<file path="config.mk">
export PLATFORM = sky130hd
export DESIGN_NAME = cms_heap_dump_ctrl_flat
export DESIGN_NICKNAME = d
export VERILOG_FILES = /design/src/rtl/cms_heap_dump_ctrl_pkg.sv /design/src/rtl/cms_heap_dump_ctrl_if.sv /design/src/rtl/cms_heap_dump_ctrl_axis_out_reg.sv /design/src/rtl/cms_heap_dump_ctrl.sv /design/src/flat_wrapper.sv
export SDC_FILE = /design/constraint.sdc
export NUM_CORES = 1
export LEC_CHECK = 0
export CORE_ASPECT_RATIO = 2
export CORE_MARGIN = 2
export CORE_UTILIZATION = 30
export CTS_CLUSTER_DIAMETER = 80
export DETAILED_ROUTE_END_ITERATION = 6
export PLACE_DENSITY = 0.58
export RECOVER_POWER = 50
export SYNTH_ARGS = -nofsm -noshare
export SYNTH_HDL_FRONTEND = slang
export SYNTH_SLANG_ARGS = --single-unit
export TNS_END_PERCENT = 10
</file>
<file path="constraint.sdc">
create_clock -name ap_clk -period 3.74 [get_ports ap_clk]
set_input_delay 1.122 -clock ap_clk [delete_from_list [all_inputs] [get_ports ap_clk]]
set_output_delay 1.122 -clock ap_clk [all_outputs]
set_load 0.01 [all_outputs]
</file>
<file path="src/rtl/cms_heap_dump_ctrl_pkg.sv">
// Shared types and helpers for the CMS heap dump controller.
// KV words are packed {value,key} with the key in the low bits.
package cms_dump_pkg;

    localparam int KEY_W    = 32;
    localparam int VALUE_W  = 32;
    localparam int KV_WIDTH = KEY_W + VALUE_W;

    typedef enum logic [2:0] {
        ST_IDLE     = 3'd0,
        ST_SETTLE   = 3'd1,
        ST_DRAIN    = 3'd2,
        ST_TERM     = 3'd3,
        ST_WAIT_OUT = 3'd4
    } state_t;

    // Closing beat of a dump that ended early (timeout or abort).
    localparam logic [KV_WIDTH-1:0] TERMINATOR = '0;

    function automatic logic [KV_WIDTH-1:0] kv_pack(input logic [VALUE_W-1:0] value,
                                                    input logic [KEY_W-1:0] key);
        return {value, key};
    endfunction

    function automatic logic [KEY_W-1:0] kv_key(input logic [KV_WIDTH-1:0] kv);
        return kv[KEY_W-1:0];
    endfunction

    function automatic logic [VALUE_W-1:0] kv_value(input logic [KV_WIDTH-1:0] kv);
        return kv[KV_WIDTH-1:KEY_W];
    endfunction

endpackage

</file>
<file path="src/rtl/cms_heap_dump_ctrl_if.sv">
// Bus bundle between the CMS kernel, the heap and the dump stream.
interface cms_heap_dump_ctrl_if #(
    parameter int KV_W = cms_dump_pkg::KV_WIDTH
);
    // Handshakes: cms_kv/heap_kv_in are strobes with no backpressure; a heap pop
    // happens on heap_kv_out_valid && heap_kv_out_ready; a dump beat transfers on
    // dump_TVALID && dump_TREADY, and TVALID/TDATA/TLAST hold until it does.
    logic [KV_W-1:0] cms_kv;
    logic            cms_kv_valid;
    logic [KV_W-1:0] heap_kv_in;
    logic            heap_kv_in_valid;
    logic [KV_W-1:0] heap_kv_out;
    logic            heap_kv_out_valid;
    logic            heap_kv_out_ready;
    logic [KV_W-1:0] dump_TDATA;
    logic            dump_TVALID;
    logic            dump_TREADY;
    logic            dump_TLAST;

    modport master (
        input  cms_kv, cms_kv_valid, heap_kv_out, heap_kv_out_valid, dump_TREADY,
        output heap_kv_in, heap_kv_in_valid, heap_kv_out_ready,
        output dump_TDATA, dump_TVALID, dump_TLAST
    );

    modport slave (
        output cms_kv, cms_kv_valid, heap_kv_out, heap_kv_out_valid, dump_TREADY,
        input  heap_kv_in, heap_kv_in_valid, heap_kv_out_ready,
        input  dump_TDATA, dump_TVALID, dump_TLAST
    );
endinterface

</file>
<file path="src/rtl/cms_heap_dump_ctrl_axis_out_reg.sv">
// Single-entry AXI-Stream holding register; a held beat is never retracted.
module axis_out_reg #(
    parameter int W = 64
) (
    input  logic         clk,
    input  logic         rst_n,
    input  logic         load,
    input  logic [W-1:0] load_data,
    input  logic         load_last,
    input  logic         tready,
    output logic         tvalid,
    output logic [W-1:0] tdata,
    output logic         tlast,
    output logic         free
);
    // Free when empty or when the held beat leaves this cycle.
    assign free = !tvalid || tready;

    always_ff @(posedge clk or negedge rst_n) begin
        if (!rst_n) begin
            tvalid <= 1'b0;
            tdata  <= '0;
            tlast  <= 1'b0;
        end else if (load) begin
            tvalid <= 1'b1;
            tdata  <= load_data;
            tlast  <= load_last;
        end else if (tvalid && tready) begin
            tvalid <= 1'b0;
            tlast  <= 1'b0;
        end
    end
endmodule

</file>
<file path="src/rtl/cms_heap_dump_ctrl.sv">
// Shares the CMS heap between the insert path and a top-K dump that streams
// popped entries out as one AXI-Stream packet terminated by TLAST.
module cms_heap_dump_ctrl
    import cms_dump_pkg::*;
#(
    parameter int KEY_WIDTH     = 32,
    parameter int VALUE_WIDTH   = 32,
    parameter int HEAP_DEPTH    = 256,
    parameter int CNT_WIDTH     = 9,
    parameter int SETTLE_CYCLES = 4,
    parameter int EMPTY_TIMEOUT = 16
) (
    input  logic                 ap_clk,
    input  logic                 ap_rst_n,
    input  logic                 start,
    input  logic [CNT_WIDTH-1:0] count,
    input  logic                 abort,
    output logic                 busy,
    output logic                 done,
    output logic                 done_short,
    output logic                 done_aborted,
    output logic [CNT_WIDTH-1:0] popped_cnt,
    output logic [31:0]          dropped_cnt,
    output state_t               dbg_state,
    cms_heap_dump_ctrl_if.master bus
);
    localparam int KV_W  = KEY_WIDTH + VALUE_WIDTH;
    localparam int SET_W = $clog2(SETTLE_CYCLES + 1);
    localparam int TO_W  = $clog2(EMPTY_TIMEOUT + 1);

    state_t               state, state_n;
    logic [CNT_WIDTH-1:0] remaining;
    logic [SET_W-1:0]     settle_cnt;
    logic [TO_W-1:0]      to_cnt;
    logic                 short_flag, abort_flag;
    logic                 pop, out_load, out_last, out_free;
    logic                 start_ok, set_abort, set_short, finish;
    logic [KV_W-1:0]      out_data;

    axis_out_reg #(.W(KV_W)) u_out (
        .clk       (ap_clk),
        .rst_n     (ap_rst_n),
        .load      (out_load),
        .load_data (out_data),
        .load_last (out_last),
        .tready    (bus.dump_TREADY),
        .tvalid    (bus.dump_TVALID),
        .tdata     (bus.dump_TDATA),
        .tlast     (bus.dump_TLAST),
        .free      (out_free)
    );

    assign bus.heap_kv_out_ready = pop;
    assign busy                  = (state != ST_IDLE);
    assign dbg_state             = state;

    always_comb begin
        state_n   = state;
        pop       = 1'b0;
        out_load  = 1'b0;
        out_data  = bus.heap_kv_out;
        out_last  = 1'b0;
        start_ok  = 1'b0;
        set_abort = 1'b0;
        set_short = 1'b0;
        finish    = 1'b0;
        case (state)
            ST_IDLE: begin
                if (start && !abort) begin
                    start_ok = 1'b1;
                    state_n  = ST_SETTLE;
                end
            end
            ST_SETTLE: begin
                if (abort) begin
                    set_abort = 1'b1;
                    state_n   = ST_TERM;
                end else if (settle_cnt == SET_W'(SETTLE_CYCLES - 1)) begin
                    state_n = ST_DRAIN;
                end
            end
            ST_DRAIN: begin
                // Abort gates the pop in the same cycle it arrives.
                if (abort) begin
                    set_abort = 1'b1;
                    state_n   = ST_TERM;
                end else if (bus.heap_kv_out_valid && remaining != '0 && out_free) begin
                    pop      = 1'b1;
                    out_load = 1'b1;
                    out_last = (remaining == CNT_WIDTH'(1));
                    if (out_last) state_n = ST_WAIT_OUT;
                end else if (!bus.heap_kv_out_valid && out_free &&
                             to_cnt == TO_W'(EMPTY_TIMEOUT - 1)) begin
                    set_short = 1'b1;
                    state_n   = ST_TERM;
                end
            end
            ST_TERM: begin
                if (out_free) begin
                    out_load = 1'b1;
                    out_data = TERMINATOR;
                    out_last = 1'b1;
                    state_n  = ST_WAIT_OUT;
                end
            end
            ST_WAIT_OUT: begin
                if (bus.dump_TVALID && bus.dump_TREADY && bus.dump_TLAST) begin
                    finish  = 1'b1;
                    state_n = ST_IDLE;
                end
            end
            default: state_n = ST_IDLE;
        endcase
    end

    always_ff @(posedge ap_clk or negedge ap_rst_n) begin
        if (!ap_rst_n) begin
            state <= ST_IDLE;
        end else begin
            state <= state_n;
        end
    end

    always_ff @(posedge ap_clk or negedge ap_rst_n) begin
        if (!ap_rst_n) begin
            remaining        <= '0;
            popped_cnt       <= '0;
            settle_cnt       <= '0;
            to_cnt           <= '0;
            short_flag       <= 1'b0;
            abort_flag       <= 1'b0;
            done             <= 1'b0;
            done_short       <= 1'b0;
            done_aborted     <= 1'b0;
            dropped_cnt      <= '0;
            bus.heap_kv_in       <= '0;
            bus.heap_kv_in_valid <= 1'b0;
        end else begin
            bus.heap_kv_in       <= bus.cms_kv;
            bus.heap_kv_in_valid <= bus.cms_kv_valid && (state == ST_IDLE);
            if (bus.cms_kv_valid && state != ST_IDLE && dropped_cnt != '1)
                dropped_cnt <= dropped_cnt + 32'd1;

            done <= finish;
            if (finish) begin
                done_short   <= short_flag;
                done_aborted <= abort_flag;
            end

            if (start_ok) begin
                remaining  <= (count == '0) ? CNT_WIDTH'(HEAP_DEPTH) : count;
                popped_cnt <= '0;
                settle_cnt <= '0;
                short_flag <= 1'b0;
                abort_flag <= 1'b0;
            end
            if (state == ST_SETTLE) settle_cnt <= settle_cnt + SET_W'(1);
            if (pop) begin
                remaining  <= remaining - CNT_WIDTH'(1);
                popped_cnt <= popped_cnt + CNT_WIDTH'(1);
            end
            if (set_abort) abort_flag <= 1'b1;
            if (set_short) short_flag <= 1'b1;

            // Empty-heap timer: cleared by a valid heap, frozen while the output stalls.
            if (state != ST_DRAIN || bus.heap_kv_out_valid) to_cnt <= '0;
            else if (out_free) to_cnt <= to_cnt + TO_W'(1);
        end
    end
endmodule

</file>
<file path="src/flat_wrapper.sv">
// flat-port wrapper written by rule: the top's interface ports become plain ports
module cms_heap_dump_ctrl_flat import cms_dump_pkg::*;
#(
    parameter int KEY_WIDTH     = 32,
    parameter int VALUE_WIDTH   = 32,
    parameter int HEAP_DEPTH    = 256,
    parameter int CNT_WIDTH     = 9,
    parameter int SETTLE_CYCLES = 4,
    parameter int EMPTY_TIMEOUT = 16
)
  (ap_clk, ap_rst_n, start, count, abort, busy, done, done_short, done_aborted, popped_cnt, dropped_cnt, dbg_state, bus_cms_kv, bus_cms_kv_valid, bus_heap_kv_out, bus_heap_kv_out_valid, bus_dump_TREADY, bus_heap_kv_in, bus_heap_kv_in_valid, bus_heap_kv_out_ready, bus_dump_TDATA, bus_dump_TVALID, bus_dump_TLAST);
  cms_heap_dump_ctrl_if bus_i ();
  input  logic ap_clk;
  input  logic ap_rst_n;
  input  logic start;
  input  logic [CNT_WIDTH-1:0] count;
  input  logic abort;
  output logic busy;
  output logic done;
  output logic done_short;
  output logic done_aborted;
  output logic [CNT_WIDTH-1:0] popped_cnt;
  output logic [31:0] dropped_cnt;
  output state_t dbg_state;
  input wire logic [$bits(bus_i.cms_kv)-1:0] bus_cms_kv;
  input wire logic [$bits(bus_i.cms_kv_valid)-1:0] bus_cms_kv_valid;
  input wire logic [$bits(bus_i.heap_kv_out)-1:0] bus_heap_kv_out;
  input wire logic [$bits(bus_i.heap_kv_out_valid)-1:0] bus_heap_kv_out_valid;
  input wire logic [$bits(bus_i.dump_TREADY)-1:0] bus_dump_TREADY;
  output wire logic [$bits(bus_i.heap_kv_in)-1:0] bus_heap_kv_in;
  output wire logic [$bits(bus_i.heap_kv_in_valid)-1:0] bus_heap_kv_in_valid;
  output wire logic [$bits(bus_i.heap_kv_out_ready)-1:0] bus_heap_kv_out_ready;
  output wire logic [$bits(bus_i.dump_TDATA)-1:0] bus_dump_TDATA;
  output wire logic [$bits(bus_i.dump_TVALID)-1:0] bus_dump_TVALID;
  output wire logic [$bits(bus_i.dump_TLAST)-1:0] bus_dump_TLAST;
  assign bus_i.cms_kv = bus_cms_kv;
  assign bus_i.cms_kv_valid = bus_cms_kv_valid;
  assign bus_i.heap_kv_out = bus_heap_kv_out;
  assign bus_i.heap_kv_out_valid = bus_heap_kv_out_valid;
  assign bus_i.dump_TREADY = bus_dump_TREADY;
  assign bus_heap_kv_in = bus_i.heap_kv_in;
  assign bus_heap_kv_in_valid = bus_i.heap_kv_in_valid;
  assign bus_heap_kv_out_ready = bus_i.heap_kv_out_ready;
  assign bus_dump_TDATA = bus_i.dump_TDATA;
  assign bus_dump_TVALID = bus_i.dump_TVALID;
  assign bus_dump_TLAST = bus_i.dump_TLAST;
  cms_heap_dump_ctrl #(.KEY_WIDTH(KEY_WIDTH), .VALUE_WIDTH(VALUE_WIDTH), .HEAP_DEPTH(HEAP_DEPTH), .CNT_WIDTH(CNT_WIDTH), .SETTLE_CYCLES(SETTLE_CYCLES), .EMPTY_TIMEOUT(EMPTY_TIMEOUT)) u_core (.ap_clk(ap_clk), .ap_rst_n(ap_rst_n), .start(start), .count(count), .abort(abort), .busy(busy), .done(done), .done_short(done_short), .done_aborted(done_aborted), .popped_cnt(popped_cnt), .dropped_cnt(dropped_cnt), .dbg_state(dbg_state), .bus(bus_i));
endmodule
</file>
---- Word-level counts from Yosys, hierarchy flattened ----
Cells that the tools add are included.
Widths: inputs -> output; s select.
storage, ports and cells
  bits in registers ....................... 197
  bits in latches ......................... 0
  RAM bits ................................ 0
  ROM bits ................................ 0
  bits of input ports ..................... 144
  output and inout bits ................... 180
  word-level logic and storage cells ...... 108
  memories ................................ 0
cells by class
  $add $sub $neg .......................... 5
  $mul .................................... 0
  divide/modulo/power cells ............... 0
  magnitude comparators ................... 0
  equal/unequal tests ..................... 15
  shifts and indexed selects .............. 0
  multiplexer cells ....................... 45
  bitwise logic cells ..................... 0
  reductions and logical operators ........ 27
operator list
  cell                   count
  $mux 64                2
  $mux 9                 5
  $mux 3                 11
  $add 32x1->32 const B  1
  $ne 32x32->1 const B   1
  $mux 1                 22
  $pmux 3 s5             1
  $reduce_bool 2->1      6
  $logic_and 1x1->1      10
  $mux 5                 2
  $add 9x1->9 const B    1
  $eq 3x2->1 const B     3
  $eq 9x1->1 const B     1
  $logic_not 9->1        1
  $reduce_bool 9->1      1
  $sub 9x1->9 const B    1
  $ne 2x1->1 const B     3
  $ne 3x2->1 const B     2
  $reduce_and 6->1       1
  $add 5x1->5 const B    1
  $eq 5x4->1 const B     1
  $ne 4x2->1 const B     1
  $ne 4x4->1 const B     1
  $pmux 1 s2             2
  8 further kinds        11

---- Logic depth before layout (Yosys ltp) ----
  depth in word-level cells ............... 9
  gate-level depth with buffers ........... 9
  mapped depth without buffers ............ 7

---- Hierarchy ----
Synthesis repeated with hierarchy kept, for this count alone.
unflattened totals
  cells, all modules ...................... 622
  area, all modules ....................... 8052.7 um2
modules (own cells, without submodules)
  module              instances  cells each  area an instance (um2)  sequential area each (um2)
  cms_heap_dump_ctrl  1          480         5514.0                  3278.1
  axis_out_reg        1          142         2538.7                  1651.6

---- Worst setup path after synthesis ----
OpenSTA, ideal clock, no wires.
  kind .................................... input to output
  start point ............................. input port abort
  end point ............................... output port bus_heap_kv_out_ready
  data arrival time ....................... 2.033 ns
  data required time ...................... 2.618 ns
  setup slack ............................. 0.585 ns
  stages on the path ...................... 6
  path buffers ............................ 2
  path through ............................ nor2b_1 and2_1 clkbuf_1 nand2_4 inv_2 buf_2
on the way
  longest elaborated chain between the ends .. 2
RTL lines
  item                RTL line                  RTL
  start: declaration  flat_wrapper.sv:17        input logic abort;
  $mux 1              cms_heap_dump_ctrl.sv:84  if (abort) begin
  $mux 1              cms_heap_dump_ctrl.sv:67  case (state)
  end: declaration    flat_wrapper.sv:32        output wire logic [$bits(bus_i.heap_kv_out_ready)-1:0] bus_heap_kv_out_ready;
No other way between the ends.

---- Final worst setup path ----
  start point ............................. input port bus_dump_TREADY
  end point ............................... output port bus_heap_kv_out_ready
on the way
  longest elaborated chain between the ends .. 5
RTL lines
  item                RTL line                               RTL
  start: declaration  flat_wrapper.sv:29                     input wire logic [$bits(bus_i.dump_TREADY)-1:0] bus_dump_TREADY;
  $logic_or 1x1->1    cms_heap_dump_ctrl_axis_out_reg.sv:17  assign free = !tvalid || tready;
  $logic_and 1x1->1   cms_heap_dump_ctrl.sv:87               end else if (bus.heap_kv_out_valid && remaining != '0 && out_free) begin
  $mux 1              cms_heap_dump_ctrl.sv:87
  $mux 1              cms_heap_dump_ctrl.sv:84
  $mux 1              cms_heap_dump_ctrl.sv:67
No other way between the ends.

==> results_dict.tcl <==
set metrics [dict create \
    pre_cts_ws_ns -0.1498 \
    critical-path-max-stage-delay_ns 0.50 \
    clock_tree.root_cell "clkbuf_16" \
    viasPerCell 4.661 \
    tightestPinTransition_ns 2.208 \
    nNetsFinal 1183 \
    cts_setup_buffers 0 \
    first_iter_violations 325 \
    final-setup-viol-count 0 \
    synth_common_cells "dfrtp_1 (197), nand2_1 (171), nand3_1 (94), nor2_1 (23), xnor2_1 (22)" \
    synthCells 703 \
    synth_area_per_cell_um2 10.93 \
    netlist_area_mm2 0.007686 \
    grt_pass1_vias 6739 \
    total_leakage_power_nw 5.324 \
    cp.required_ns 2.62 \
    clk_latency_ns 0.45 \
    antenna_left 0 \
    grt_use_total_pct 18.77 \
    numCtsBuffers 17 \
    drv_slew 83 \
    async_flop_share_pct 100.0 \
    die_area_mm2 0.02699 \
    cts_tree "built" \
    cpMaxStageDelayCell "clkdlybuf4s50_1" \
    syn_nets 856 \
    area_growth_pct 55.23 \
    ys_top_cells_by_area "dfrtp_1 (64%), nand2_1 (8.4%), nand3_1 (6.1%), xnor2_1 (2.5%), ha_1 (1.5%)" \
    start_util_pct 30.58 \
    rsz0062_at_grt "false" \
    yosysWarnings 0 \
    path_max_fanout 2 \
    io_pins 324 \
    crit_path_start "bus_dump_TREADY" \
    synthMostInstantiatedCell "dfrtp_1" \
    crit_type "in -> out" \
    fin_worst_skew_ns 0.008539 \
    ys.flop_type "dfrtp_1" \
    min_period_over_period_pct 96.39 \
    die_h_um 230.4 \
    clock.fmax_mhz 277.4 \
    cap_violations 1 \
    clk_pin_slew_worst_paths_ns 0.06 \
    synth.top_cell.area_share_pct 64.14 \
    failed_checks "max-capacitance violations, max-slew violations" \
    hold_start "u_core.u_out.tdata[58]" \
    cp_data_arrival_time_ns 2.48 \
    hold_viol_final 0 \
    drt-total-wl_mm 24.43 \
    antenna_found_initial 1 \
    worst_setup_path_end_kind "output pin" \
    clockBufferDepth 2 \
    nFillCells 2349 \
    start_kind "input pin" \
    final.min_clock_period_ns 3.605 \
    slew_headroom_pct -47.20 \
    vias 6432 \
    grt_first_pass_wirelength_mm 38.23 \
    ys_ff_latch 197 \
    r2r_start "u_core.remaining[6]" \
    place_congestion 0.8010 \
    synthDistinctLibCells 56 \
    grt_remaining_overflow 0 \
    synth_edf_count 0 \
    placementRows 82 \
    yosysSeqAreaShare_pct 64.14 \
    final_util_pct 47.47 \
    hp-class "reg -> reg" \
    dr.pass1.iters 4 \
    multiInputGateArea_mm2 0.002552 \
    ir_worst_vdd_mv 0.5310 \
    dp_hpwl_mm 18.20 \
    cp_cell_sequence "clkdlybuf4s50_1 -> nor2b_1 -> a311oi_4 -> nand2_4 -> inv_2 -> dlygate4sd2_1" \
    status "finished, violations left" \
    wl_per_cell_um 17.70 \
    fp.dieW_um 117.2 \
    synth_top_area_cell "dfrtp_1" \
    portBuffers 323 \
    grt_start_max_net_pins 84 \
    clock-sinks 197 \
    pwr_density_cell_mw_per_mm2 604.2 \
    timing.final.ws_setup_ns 0.1350 \
    core_area_mm2 0.02514 \
    drc 0 \
    ff_latch_area_mm2 0.004930 \
    cts_htree_levels 4 \
    drive_above_1_share_pct 5.849 \
]
[metal layers]
layer	vias up	part of all wire, %	track usage [%]
met5	-	0	0
met4	0	2.9	7.610
met3	34	5.6	4.857
met2	210	55	33.91
met1	3138	36	20.24
li1	3050	-	-
[registers in the layout (all words and copies together), names as in the netlist]
signal / count
u_core.to_cnt: 5
u_core.done_short: 1
u_core.bus.heap_kv_in: 64
u_core.remaining: 9
u_core.dropped_cnt: 32
u_core.done: 1
u_core.settle_cnt: 3
u_core.u_out.tvalid: 1
u_core.done_aborted: 1
u_core.short_flag: 1
u_core.popped_cnt: 9
u_core.bus.heap_kv_in_valid: 1
u_core.abort_flag: 1
u_core.dbg_state: 3
u_core.u_out.tlast: 1
u_core.u_out.tdata: 64
[cells in the final DEF, fill, tap and decap left out, drive strengths merged, types with 11 or more instances in the layout]
| master | n |
|---|---|
| nand2 | 172 |
| xnor2 | 22 |
| xor2 | 11 |
| clkdlybuf4s50 | 256 |
| nand3 | 94 |
| nor3 | 12 |
| inv | 17 |
| o21ai | 21 |
| clkbuf | 25 |
| and3 | 11 |
| buf | 11 |
| dlygate4sd3 | 65 |
| nand4 | 12 |
| dfrtp | 197 |
| nor2 | 24 |
[path summary, 6_finish.rpt]
kind	to	slack (ns)	depth (start not counted)
setup / recovery	bus_heap_kv_out_ready	0.13	6
hold / removal	u_core.u_out.tdata[58]	0.50	2
setup reg to reg	u_core.remaining[8]	0.99	6
hold reg to reg	u_core.u_out.tdata[58]	0.50	2
max in group asynchronous	u_core.u_out.tdata[62]	0.74	2
min in group asynchronous	u_core.bus.heap_kv_in[56]	1.28	1
[report_power, final]
part	internal, mW	total, mW	switching, mW
Sequential	2.60	2.96	0.357
Combinational	1.19	2.29	1.10
Clock	1.10	1.95	0.853
[worst max-delay path: cells and delay by family]
kind | cells | cell delay (ns)
compound gates | 1 | 0.34
buf+inv | 3 | 0.85
simple gates | 2 | 0.17
[cell type report]
| class | instances | area share [%] |
|---|---|---|
| Antenna cell | 1 | 0.02097 |
| Clock buffer | 20 | 3.828 |
| Clock inverter | 12 | 1.405 |
| Inverter | 13 | 0.4090 |
| Multi-Input combinational cell | 463 | 21.39 |
| Sequential cell | 197 | 41.32 |
| Tap cell | 336 | 3.524 |
| Timing Repair Buffer | 338 | 28.10 |
[through the flow]
step                setup TNS (ns)  power (mW)  std cells  hold slack [ns]  cell area [um2]
CTS                              0       7.352       1379           0.5000            11960
global placement           -0.1412       5.316       1347           0.4705            11340
finish                           0       7.209       1380           0.4960            11930
floorplan                        0       3.949        703           0.4444             7686
global route                     0       7.653       1380           0.5215            11930
detailed placement         -0.1498       5.351       1347           0.4818            11340
[timing repair]
item	CTS	global route
hold buffers	0	0
gates resized for setup	1	0
endpoints found under the hold margin	0	0
endpoints found under the setup margin	1	0
[cells by family after synthesis]
| logic type | share of synthesized area, % |
|---|---|
| fa+ha+maj | 1.465 |
| xor+xnor | 3.760 |
| mux | 0.7325 |
| buf+inv | 2.539 |
| compound gates | 5.942 |
| simple gates | 21.42 |
| flops | 64.14 |
Power figures use the tool's default switching activity.
